<file path="config.mk">
export PLATFORM = sky130hd
export DESIGN_NAME = ptc_deadtime_gen
export DESIGN_NICKNAME = d
export VERILOG_FILES = /design/src/rtl/ptc_deadtime_gen_pkg.sv /design/src/rtl/ptc_sat_counter.sv /design/src/rtl/ptc_deadtime_gen.sv
export SDC_FILE = /design/constraint.sdc
export NUM_CORES = 1
export LEC_CHECK = 0
export CORE_UTILIZATION = 53
export CTS_CLUSTER_SIZE = 28
export DETAILED_ROUTE_END_ITERATION = 12
export PLACE_DENSITY = 0.83
export SYNTH_ARGS = -nofsm -noshare
export SYNTH_HDL_FRONTEND = slang
export SYNTH_SLANG_ARGS = --single-unit
</file>
<file path="constraint.sdc">
create_clock -name clk -period 2.35 [get_ports clk]
set_input_delay 0.47 -clock clk [delete_from_list [all_inputs] [get_ports clk]]
set_output_delay 0.47 -clock clk [all_outputs]
set_load 0.01 [all_outputs]
</file>
<file path="src/rtl/ptc_deadtime_gen_pkg.sv">
// Shared PTC definitions for the dead-time generator: state encodings and
// default widths.
package ptc_deadtime_gen_pkg;

  localparam int unsigned PTC_DTW = 8;
  localparam int unsigned PTC_SCW = 8;

  typedef enum logic [2:0] {
    ST_IDLE   = 3'd0,
    ST_DEAD_H = 3'd1,
    ST_HI     = 3'd2,
    ST_DEAD_L = 3'd3,
    ST_LO     = 3'd4
  } ptc_dt_state_e;

endpackage

</file>
<file path="src/rtl/ptc_sat_counter.sv">
// Saturating up-counter with synchronous clear; clear has priority over
// increment.
module ptc_sat_counter #(
  parameter int unsigned W = 8
) (
  input  logic         clk,
  input  logic         rst,
  input  logic         inc,
  input  logic         clr,
  output logic [W-1:0] count
);

  logic [W-1:0] count_q;
  logic [W-1:0] count_d;

  always_comb begin
    count_d = count_q;
    if (clr) begin
      count_d = {W{1'b0}};
    end else if (inc && (count_q != {W{1'b1}})) begin
      count_d = count_q + W'(1);
    end else begin
      count_d = count_q;
    end
  end

  always_ff @(posedge clk or posedge rst) begin
    if (rst) begin
      count_q <= {W{1'b0}};
    end else begin
      count_q <= count_d;
    end
  end

  assign count = count_q;

endmodule

</file>
<file path="src/rtl/ptc_deadtime_gen.sv">
// Complementary high/low drive generator with break-before-make dead time,
// short-pulse suppression and per-output polarity.
module ptc_deadtime_gen
  import ptc_deadtime_gen_pkg::*;
#(
  parameter int unsigned DTW = PTC_DTW,
  parameter int unsigned SCW = PTC_SCW
) (
  input  logic           clk,
  input  logic           rst,
  input  logic           pwm_in,
  input  logic           oen_in,
  input  logic           cfg_en,
  input  logic [DTW-1:0] cfg_dead,
  input  logic           cfg_inv_hi,
  input  logic           cfg_inv_lo,
  input  logic           sup_clr,
  output logic           out_hi,
  output logic           out_lo,
  output logic           dead,
  output logic [SCW-1:0] sup_cnt
);

  ptc_dt_state_e  state_q, state_d;
  logic [DTW-1:0] cnt_q, cnt_d;
  logic           from_act_q, from_act_d;
  logic           hi_on_q, lo_on_q, dead_q;
  logic           run;
  logic           sup_inc;

  assign run = cfg_en & ~oen_in;

  // from_act remembers whether the current dead interval left an active side,
  // which decides where a short pulse returns to.
  always_comb begin
    state_d    = state_q;
    cnt_d      = cnt_q;
    from_act_d = from_act_q;
    sup_inc    = 1'b0;
    if (!run) begin
      state_d    = ST_IDLE;
      cnt_d      = {DTW{1'b0}};
      from_act_d = 1'b0;
    end else begin
      case (state_q)
        ST_IDLE: begin
          from_act_d = 1'b0;
          cnt_d      = cfg_dead;
          state_d    = pwm_in ? ST_DEAD_H : ST_DEAD_L;
        end
        ST_DEAD_H: begin
          if (!pwm_in) begin
            if (from_act_q) begin
              state_d = ST_LO;
              sup_inc = 1'b1;
            end else begin
              state_d = ST_DEAD_L;
              cnt_d   = cfg_dead;
            end
          end else if (cnt_q != {DTW{1'b0}}) begin
            cnt_d = cnt_q - DTW'(1);
          end else begin
            state_d = ST_HI;
          end
        end
        ST_HI: begin
          if (!pwm_in) begin
            state_d    = ST_DEAD_L;
            cnt_d      = cfg_dead;
            from_act_d = 1'b1;
          end else begin
            state_d = ST_HI;
          end
        end
        ST_DEAD_L: begin
          if (pwm_in) begin
            if (from_act_q) begin
              state_d = ST_HI;
              sup_inc = 1'b1;
            end else begin
              state_d = ST_DEAD_H;
              cnt_d   = cfg_dead;
            end
          end else if (cnt_q != {DTW{1'b0}}) begin
            cnt_d = cnt_q - DTW'(1);
          end else begin
            state_d = ST_LO;
          end
        end
        ST_LO: begin
          if (pwm_in) begin
            state_d    = ST_DEAD_H;
            cnt_d      = cfg_dead;
            from_act_d = 1'b1;
          end else begin
            state_d = ST_LO;
          end
        end
        default: begin
          state_d    = ST_IDLE;
          cnt_d      = {DTW{1'b0}};
          from_act_d = 1'b0;
        end
      endcase
    end
  end

  // Drive flops are decoded from the next state so both sides switch on the
  // same edge as the state register and can never overlap.
  always_ff @(posedge clk or posedge rst) begin
    if (rst) begin
      state_q    <= ST_IDLE;
      cnt_q      <= {DTW{1'b0}};
      from_act_q <= 1'b0;
      hi_on_q    <= 1'b0;
      lo_on_q    <= 1'b0;
      dead_q     <= 1'b0;
    end else begin
      state_q    <= state_d;
      cnt_q      <= cnt_d;
      from_act_q <= from_act_d;
      hi_on_q    <= (state_d == ST_HI);
      lo_on_q    <= (state_d == ST_LO);
      dead_q     <= (state_d == ST_DEAD_H) || (state_d == ST_DEAD_L);
    end
  end

  ptc_sat_counter #(
    .W (SCW)
  ) u_sup_cnt (
    .clk   (clk),
    .rst   (rst),
    .inc   (sup_inc),
    .clr   (sup_clr),
    .count (sup_cnt)
  );

  assign out_hi = hi_on_q ^ cfg_inv_hi;
  assign out_lo = lo_on_q ^ cfg_inv_lo;
  assign dead   = dead_q;

endmodule
</file>
# Yosys cells after proc, flatten, opt, wreduce, memory -nomap -nowiden
# Index checks and enable logic that the tools add are counted.
# word_totals
inputBits,16
wordCells,63
reg_bits,23
out_inout_bits,11
# op_classes
bitwise_logic,4
n_reduce_logical,8
n_eq_ne,12
n_mux,30
add_sub_neg,2
# op_table
op,n
$mux 8,9
$pmux 8 s5,1
$mux 3,7
$pmux 3 s5,1
$eq 3x2->1 const B,4
$add 8x1->8 const B,1
$mux 1,8
$ne 8x8->1 const B,1
$reduce_bool 8->1,1
$sub 8x1->8 const B,1
$eq 3x1->1 const B,2
$eq 3x3->1 const B,2
$ne 3x3->1 const B,2
$mux 2,2
$logic_not 3->1,1
$pmux 1 s3,1
$reduce_and 3->1,1
$ne 2x2->1 const B,1
$pmux 1 s2,1
$reduce_and 2->1,1
$reduce_bool 2->1,1
$reduce_or 2->1,1
$xor 1x1->1,2
$and 1x1->1,1
3 further kinds,3

# Depth between registers and ports, before layout
# Gate-level depths: netlist of run 1.
# depth
ltp_word,7
depth_mapped,6
ltp_nobuf,6

# By module
# A second synthesis of run 1 with hierarchy kept.
# hier_totals
cells_unflattened,189
hier_area_um2,1641.6
# modules_own_cells
mod,seq_area_each_um2,area_per_inst_um2,n_inst,cells_per_inst
ptc_deadtime_gen,375.4,1137.3,1,140
ptc_sat_counter,200.2,504.2,1,49

# Least setup slack after synthesis of run 1
# Ideal clock, no wire load.
# synth_path
kind,input -> register
from,input pwm_in
to,register cnt_q[5]
setup_ns,0.101
n_path_buf,1
slack_ns,0.625
required_time_ns,2.249
stages,5
t_arrival_ns,1.624
path_cell_list,buf_6 -> xor2_1 -> o31ai_1 -> a22oi_1 -> o32ai_1
# synth_via
elab_chain_cells,3
word_cells_on_any_way,7
cone_classes,2 x eq/ne; 4 x mux; 1 x reduce/logical
# synth_rtl
element,line_no,text
from (decl),ptc_deadtime_gen.sv:11,"input logic pwm_in,"
"$mux 8, on equally long branches","ptc_deadtime_gen.sv:76, ptc_deadtime_gen.sv:52",
$pmux 8 s5,ptc_deadtime_gen.sv:45,case (state_q)
$mux 8,ptc_deadtime_gen.sv:40,if (!run) begin
to (signal assigned),ptc_deadtime_gen.sv:113,cnt_q <= {DTW{1'b0}};
to (signal assigned),ptc_deadtime_gen.sv:120,cnt_q <= cnt_d;
to (decl),ptc_deadtime_gen.sv:25,"logic [DTW-1:0] cnt_q, cnt_d;"
# Several ways; a longest one is shown, not always the timed one.
# A chain may end at the register's enable or synchronous reset.

# Final worst setup path of run 1
# layout_path
from,input cfg_inv_hi
to,output out_hi
# layout_via
elab_chain_cells,1
# layout_rtl
element,line_no,text
from (decl),ptc_deadtime_gen.sv:15,"input logic cfg_inv_hi,"
$xor 1x1->1,ptc_deadtime_gen.sv:138,assign out_hi = hi_on_q ^ cfg_inv_hi;
to (decl),ptc_deadtime_gen.sv:18,"output logic out_hi,"
# Every way passes these cells.

==> results of run 1 <==
[placed cells by master (no fill, tap or decap), drive strengths merged, types with 2 or more instances in the layout]
cell,instances
clkdlybuf4s50,26
dfrtp,23
a21oi,12
buf,11
nor2,10
inv,9
nand2,9
a211oi,9
nand3,7
o21ai,6
o211ai,6
a31oi,5
nor2b,4
nor3b,4
nor4b,4
and3,3
nor3,3
nand2b,3
xor2,3
o31ai,3
o32ai,3
a32oi,3
ha,3
clkbuf,3
or3b,3
or4,3
and3b,2
nand4,2
nand3b,2
a22oi,2
a2bb2oi,2
o22ai,2
or3,2
and4,2
nor4,2
[power groups by stage]
stage | Combinational, mW | Clock [mW] | Sequential, mW
final | 0.204 | 0.189 | 0.425
after global routing | 0.223 | 0.207 | 0.427
after CTS | 0.202 | 0.195 | 0.425
after detailed placement | 0.200 | 0 | 0.432
after global placement | 0.196 | 0 | 0.431
after floorplan | 0.133 | 0 | 0.422
[final timing paths]
check                              startpoint                  to  slack (ns)  depth (start not counted)
min reg2reg                u_sup_cnt.count[6]  u_sup_cnt.count[6]        0.58                          1
min in group clk           u_sup_cnt.count[6]  u_sup_cnt.count[6]        0.58                          1
max                                cfg_inv_hi              out_hi        0.24                          3
max reg2reg                          cnt_q[0]             hi_on_q        0.39                          6
max in group asynchronous                 rst  u_sup_cnt.count[4]        1.45                          3
min                                       rst          from_act_q        0.46                          2
[layout make-up]
| class | count | share of cell area |
|---|---|---|
| inverters | 9 | 0.0165 |
| well taps | 44 | 0.0268 |
| clock buffers | 3 | 0.0110 |
| multi-input cells | 139 | 0.490 |
| clock inverters | 1 | 0.00244 |
| repair buffers | 37 | 0.173 |
| flip-flops and latches | 23 | 0.280 |
[cells by family after synthesis]
| logic type | synth area share |
|---|---|
| buf+inv | 0.0553 |
| fa+ha+maj | 0.0224 |
| xor+xnor | 0.0322 |
| compound gates | 0.263 |
| mux | 0.0127 |
| simple gates | 0.271 |
| flops | 0.344 |
[flip-flops by register name, summed over array words and instances, names as in the netlist]
| name | flops |
|---|---|
| cnt_q | 8 |
| dead | 1 |
| from_act_q | 1 |
| hi_on_q | 1 |
| lo_on_q | 1 |
| state_q | 3 |
| u_sup_cnt.count | 8 |
[stage by stage]
stage	power, mW	hold slack [ns]
final	0.819	0.456
after detailed placement	0.632	0.549
after floorplan	0.554	0.472
after CTS	0.821	0.466
after global placement	0.627	0.539
after global routing	0.858	0.484
[worst reg2reg max path: stages (launching register included)]
cell	delay (ns)
sky130_fd_sc_hd__dfrtp_1	0.40
sky130_fd_sc_hd__inv_1	0.11
sky130_fd_sc_hd__ha_1	0.22
sky130_fd_sc_hd__or3b_2	0.49
sky130_fd_sc_hd__o211ai_2	0.27
sky130_fd_sc_hd__nand3_1	0.13
sky130_fd_sc_hd__nor4b_2	0.25
[metal layers]
| layer | track usage | wire [µm] | vias up |
|---|---|---|---|
| met5 | 0 | 0 | - |
| met3 | 0.0491 | 257 | 11 |
| met2 | 0.443 | 2090 | 63 |
| met1 | 0.353 | 1820 | 783 |
| met4 | 0.109 | 73 | 0 |
| li1 | - | - | 765 |
==> results by group, run 1 <==
Global route
  – Overflow left after global routing: 0
  – Number of global-route vias before repair: 1582
  – First-pass GRT wire length: 7.14 mm
  – Total routing resource utilization after global routing: 0.271
  – Antenna violations before repair: 0
  – Largest net degree at the start of global routing: 19

Detailed routing
  – Vias per inst: 6.34
  – # DRC: 0
  – Post-Route WL: 4.23 mm
  – Detailed-route wire length per cell: 16.5 µm
  – Post-route ant nets: 0
  – Number of vias in the routed layout: 1622
  – 1st-pass router iterations: 4
  – Number of design-rule violations left by the first detailed-router iteration: 81

Floorplan
  – Core Rows: 20
  – I/O pin count: 27
  – Core outline area: 3030 µm²
  – Die width: 58.2 µm
  – Initial core utilization: 0.552
  – Height of the chip: 58.2 µm
  – Die area: 3380 µm²

Yosys
  – Post-synthesis average cell area: 9.24 µm²
  – Library cell with the largest summed area after synthesis: sky130_fd_sc_hd__dfrtp_1
  – Synthesized Nets: 200
  – Count of flip-flops with a built-in enable after synthesis: 0
  – Number of register bits inferred by synthesis: 23
  – Prevailing post-synth register cell: sky130_fd_sc_hd__dfrtp_1
  – Async S/R FF share, synth: 1.00
  – Sequential element share of the synthesized area: 0.344
  – Post-Synthesis Cells: 181
  – Summed instance area of the synthesized netlist: 1670 µm²
  – Area contributors post-synth: sky130_fd_sc_hd__dfrtp_1 34%, sky130_fd_sc_hd__a21oi_1 3.6%, sky130_fd_sc_hd__a211oi_1 3.6%
  – Warnings, synthesis: 0
  – Most numerous cell types in the synthesized netlist: 23 x sky130_fd_sc_hd__dfrtp_1, 12 x sky130_fd_sc_hd__a21oi_1, 10 x sky130_fd_sc_hd__nor2_1
  – Fraction of synthesized cell area taken by the top area cell type: 0.344
  – Number of unique standard cell types used by synthesis: 59
  – Library cell with the highest instance count after synthesis: sky130_fd_sc_hd__dfrtp_1

Cells and area
  – Nets: 232
  – Area occupied by registers: 576 µm²
  – Layout cells sized above 1: 0.127
  – Final core occ: 0.678
  – Synthesis-to-finish area growth: 22.7%
  – Multi-input logic area: 1000 µm²
  – Final Instance Count excl. Fillers: 256
  – Count of filler cells inserted in the layout: 256
  – Diode count: 0
  – Final standard cell area without fillers: 2050 µm²

Job
  – Max-cap viol count: 0

Power and ir drop
  – Max rail drop VDD: 0.000320 V
  – Net switching component of the power: 0.249 mW
  – Share of total power in combinational logic: 0.249
  – Part of the total power dissipated in sequential elements: 0.520
  – Static leakage power: 0.808 nW
  – Portion of total power attributed to the clock network: 0.231
  – Proportion of total power due to net switching: 0.304
  – Internal power: 0.569 mW
  – Power density normalized to cell area: 399 nW/µm²

Outcome
  – Status: completed

Setup path
  – Nature of the critical path endpoint: primary output
  – WP buf/inv: 2
  – Worst EP required: 1.88 ns
  – CP Class: primary input to primary output
  – Crit path DAT: 1.64 ns
  – Library cell contributing the largest single delay on the critical path: sky130_fd_sc_hd__clkdlybuf4s50_1
  – Largest stage delay on the critical path: 0.55 ns
  – Ordered cell list for the critical path: clkdlybuf4s50_1, xor2_1, clkdlybuf4s50_1
  – Maximum fanout along the worst path: 1
  – Kind of start point of the critical path: primary input
  – Largest delay contributor family on the critical path: buffers and inverters
  – Most Frequent Cell on Critical Path: sky130_fd_sc_hd__clkdlybuf4s50_1

Placed design
  – Port bufs: 26
  – Final HPWL from detailed placement: 3.21 mm
  – Standard cell area after detailed placement: 2020 µm²
  – Worst setup slack after placement: 0.0727 ns
  – Gp weighted congestion: 0.942
  – Cell total after placement: 252

Timing
  – RSZ-0062 raised after global routing: false
  – Final critical-path required period: 2.11 ns
  – Maximum operating frequency: 473 MHz
  – Total setup violations reported at the end of the flow: 0
  – Post-layout worst setup margin: 0.237 ns
  – Number of pins exceeding their max-slew limit in the final report: 0
  – Relative max-transition margin: 0.614
  – Pin slew with the least headroom to its limit: 0.580 ns
  – Final hold vios: 0
  – Tcrit/Tclk final: 0.899
  – Worst-case clock skew: 0.0105 ns
  – Setup_tns: 0 ns

Clocking
  – Source-to-sink clock delay at the later pin of the worst-skew pair: 0.32 ns
  – Setup Fix Bufs, Post-CTS: 0
  – Post-cts resize count: 0
  – Maximum clock path buffer count: 2
  – TritonCTS clock tree: yes
  – Number of buffers created by CTS: 3
  – Number of buffers inserted by hold repair at cts: 0
  – CTS root buffer: sky130_fd_sc_hd__clkbuf_4
  – Sink count of the clock tree: 23
  – Deepest level of the CTS H-tree: 1
  – Post-CTS clock slew at the launch and capture registers of the worst setup and hold paths: 0.14 ns

Hold path
  – Worst min-delay path class: primary input to async pin
(Power assumes the default switching activity.)
==> run 2: changes to the inputs <==
Settings changed: CORE_ASPECT_RATIO from default to 0.75.
==> run 2 against run 1 <==
Compared with the run above: first-iteration DRC count grew 120%; power grew 6.1%; combinational power shrank 4%; largest power group unchanged; wire length is the same; worst hold slack gained 0.085 ns.
==> results by group, run 2 (same netlist as run 1, synthesis figures left out) <==
Outcome
  – Status: completed

Setup path
  – Flop2flop setup slack: 0.34 ns (-0.05 ns)
  – Worst Reg-to-Reg Cells: 6 (unchanged)
  – Nature of the critical path endpoint: primary output
  – Kind of start point of the critical path: primary input
  – Worst EP required: 1.88 ns (about the same)
  – CP Class: primary input to primary output
  – Critical register-to-register path endpoint: hi_on_q
  – Launch point of the worst path: cfg_inv_lo
  – Maximum fanout along the worst path: 1 (unchanged)
  – Reg2Reg Launch Point: cnt_q[0]
  – Crit path DAT: 1.63 ns (about the same)

Job
  – Max-cap viol count: 0 (unchanged)

Global route
  – Total routing resource utilization after global routing: 0.280 (+0.00954)
  – First-pass GRT wire length: 6.96 mm (-2.6%)
  – Gr busiest metal: met2
  – Grt met2 use: 0.418 (-0.0258)
  – Met1 usage: 0.387 (+0.0343)
  – Overflow left after global routing: 0 (unchanged)
  – Met3 demand-to-capacity share in global routing: 0.0636 (+0.0145)
  – Antenna violations before repair: 0 (unchanged)
  – Largest net degree at the start of global routing: 24 (+5)
  – Number of global-route vias before repair: 1480 (-6.4%)

Clocking
  – Number of buffers inserted by hold repair at cts: 0 (unchanged)
  – Sink count of the clock tree: 23 (unchanged)
  – Maximum clock path buffer count: 2 (unchanged)
  – Source-to-sink clock delay at the later pin of the worst-skew pair: 0.27 ns (-0.05 ns)
  – CTS root buffer: sky130_fd_sc_hd__clkbuf_8
  – TritonCTS clock tree: yes
  – Post-cts resize count: 0 (unchanged)
  – Post-CTS clock slew at the launch and capture registers of the worst setup and hold paths: 0.08 ns (-0.06 ns)
  – Number of buffers created by CTS: 3 (unchanged)
  – Deepest level of the CTS H-tree: 1 (unchanged)
  – Setup Fix Bufs, Post-CTS: 0 (unchanged)

Cells and area
  – Layout cells sized above 1: 0.123 (-0.00414)
  – Nets: 231 (-0.43%)
  – Count of filler cells inserted in the layout: 232 (-9.4%)
  – Most common cell after layout, fill and taps aside: sky130_fd_sc_hd__clkdlybuf4s50_1
  – Diode count: 0 (unchanged)
  – Synthesis-to-finish area growth: 22.1%
  – Leading cell types in the layout, fill and taps excluded: 26 x sky130_fd_sc_hd__clkdlybuf4s50_1, 23 x sky130_fd_sc_hd__dfrtp_1, 12 x sky130_fd_sc_hd__a21oi_1
  – Final core occ: 0.686 (+0.00845)

Detailed routing
  – Number of vias in the routed layout: 1639 (+1.0%)
  – 1st-pass router iterations: 4 (unchanged)
  – # DRC: 0 (unchanged)
  – Detailed-route wire length per cell: 17.0 µm (+2.8%)
  – Number of design-rule violations left by the first detailed-router iteration: 175 (+120%)
  – Post-route ant nets: 0 (unchanged)
  – Post-Route WL: 4.23 mm (unchanged)
  – Vias per inst: 6.58 (+3.9%)

Timing
  – Worst-case clock skew: 0.000819 ns (-0.00973 ns)
  – Tcrit/Tclk final: 0.893 (-0.00619)
  – Worst Hold Slack: 0.541 ns (+0.0853 ns)
  – Maximum operating frequency: 476 MHz (+0.69%)
  – Pin slew with the least headroom to its limit: 0.697 ns (+0.118 ns)
  – Number of pins exceeding their max-slew limit in the final report: 0 (unchanged)
  – RSZ-0062 raised after global routing: false
  – Total setup violations reported at the end of the flow: 0 (unchanged)
  – Post-layout worst setup margin: 0.251 ns (+0.0145 ns)
  – Final critical-path required period: 2.10 ns (-0.0145 ns)
  – Setup_tns: 0 ns (unchanged)
  – Relative max-transition margin: 0.531 (-0.0826)
  – Final hold vios: 0 (unchanged)

Floorplan
  – I/O pin count: 27 (unchanged)
  – Core Rows: 17 (-15%)
  – Die width: 66.9 µm (+15%)
  – Initial core utilization: 0.562 (+0.00929)
  – Core outline area: 2980 µm² (-1.7%)
  – Height of the chip: 50.7 µm (-13%)
  – Die area: 3390 µm² (about the same)

Power and ir drop
  – Power density normalized to cell area: 425 nW/µm² (+6.6%)
  – Max rail drop VDD: 0.000422 V (+32%)
  – Static leakage power: 0.807 nW (-0.10%)
  – Post-route total power: 0.869 mW (+6.1%)

Placed design
  – Final HPWL from detailed placement: 3.15 mm (-2.1%)
  – Gp weighted congestion: 0.941 (-0.11%)
  – Port bufs: 26 (unchanged)
  – Worst setup slack after placement: -0.00110 ns (-0.0738 ns)

Hold path
  – Worst min-delay path class: primary input to async pin
[run 2: cell count changes in the layout (fill, tap and decap cells not counted)]
cell | previous run | this run
sky130_fd_sc_hd__buf_12 | 1 | 0
sky130_fd_sc_hd__clkbuf_4 | 3 | 0
sky130_fd_sc_hd__clkbuf_8 | 0 | 3
[run 2: area by class of cell]
class | instances | area, µm² | share of cell area
flip-flops and latches | 23 | 576 | 0.282
multi-input cells | 139 | 1000 | 0.492
clock buffers | 3 | 41.3 | 0.0202
repair buffers | 36 | 335 | 0.164
well taps | 38 | 47.5 | 0.0233
clock inverters | 1 | 5.00 | 0.00245
inverters | 9 | 33.8 | 0.0165
[run 2: per-layer routing]
metal / share of wire / up-vias
li1: - / 762
met2: 0.46 / 89
met1: 0.45 / 777
met4: 0.018 / 0
met5: 0 / -
met3: 0.080 / 11
[run 2: worst max path at each step]
stage,end,slack [ns],cells after the start
after detailed placement,u_sup_cnt.count[5],-0.001,5
after floorplan,cnt_q[5],0.63,5
after global placement,u_sup_cnt.count[7],0.07,5
after CTS,out_lo,0.24,3
after global routing,out_hi,0.18,3
final,out_lo,0.25,3
[run 2: critical path: stages]
cell and delay (ns):
sky130_fd_sc_hd__clkdlybuf4s50_1 0.48, sky130_fd_sc_hd__xor2_1 0.13, sky130_fd_sc_hd__clkdlybuf4s50_1 0.54
[run 2: through the flow]
| stage | cells | instance area [µm²] |
|---|---|---|
| floorplan | 181 | 1670 |
| global placement | 245 | 2000 |
| detailed placement | 245 | 2000 |
| CTS | 249 | 2040 |
| global route | 249 | 2040 |
| finish | 249 | 2040 |
[run 2: report_power, final]
group	internal, mW	switching [mW]	leakage, nW
sequential	0.406	0.0196	0.316
clock	0.118	0.129	0.0255
combinational	0.0924	0.104	0.466
total	0.617	0.252	0.807
==> run 3: changes to the inputs <==
Settings changed: SLEW_MARGIN from default to 20.
==> results of run 3 <==
The final DEF is identical to that of run 2; final timing and power are the same.
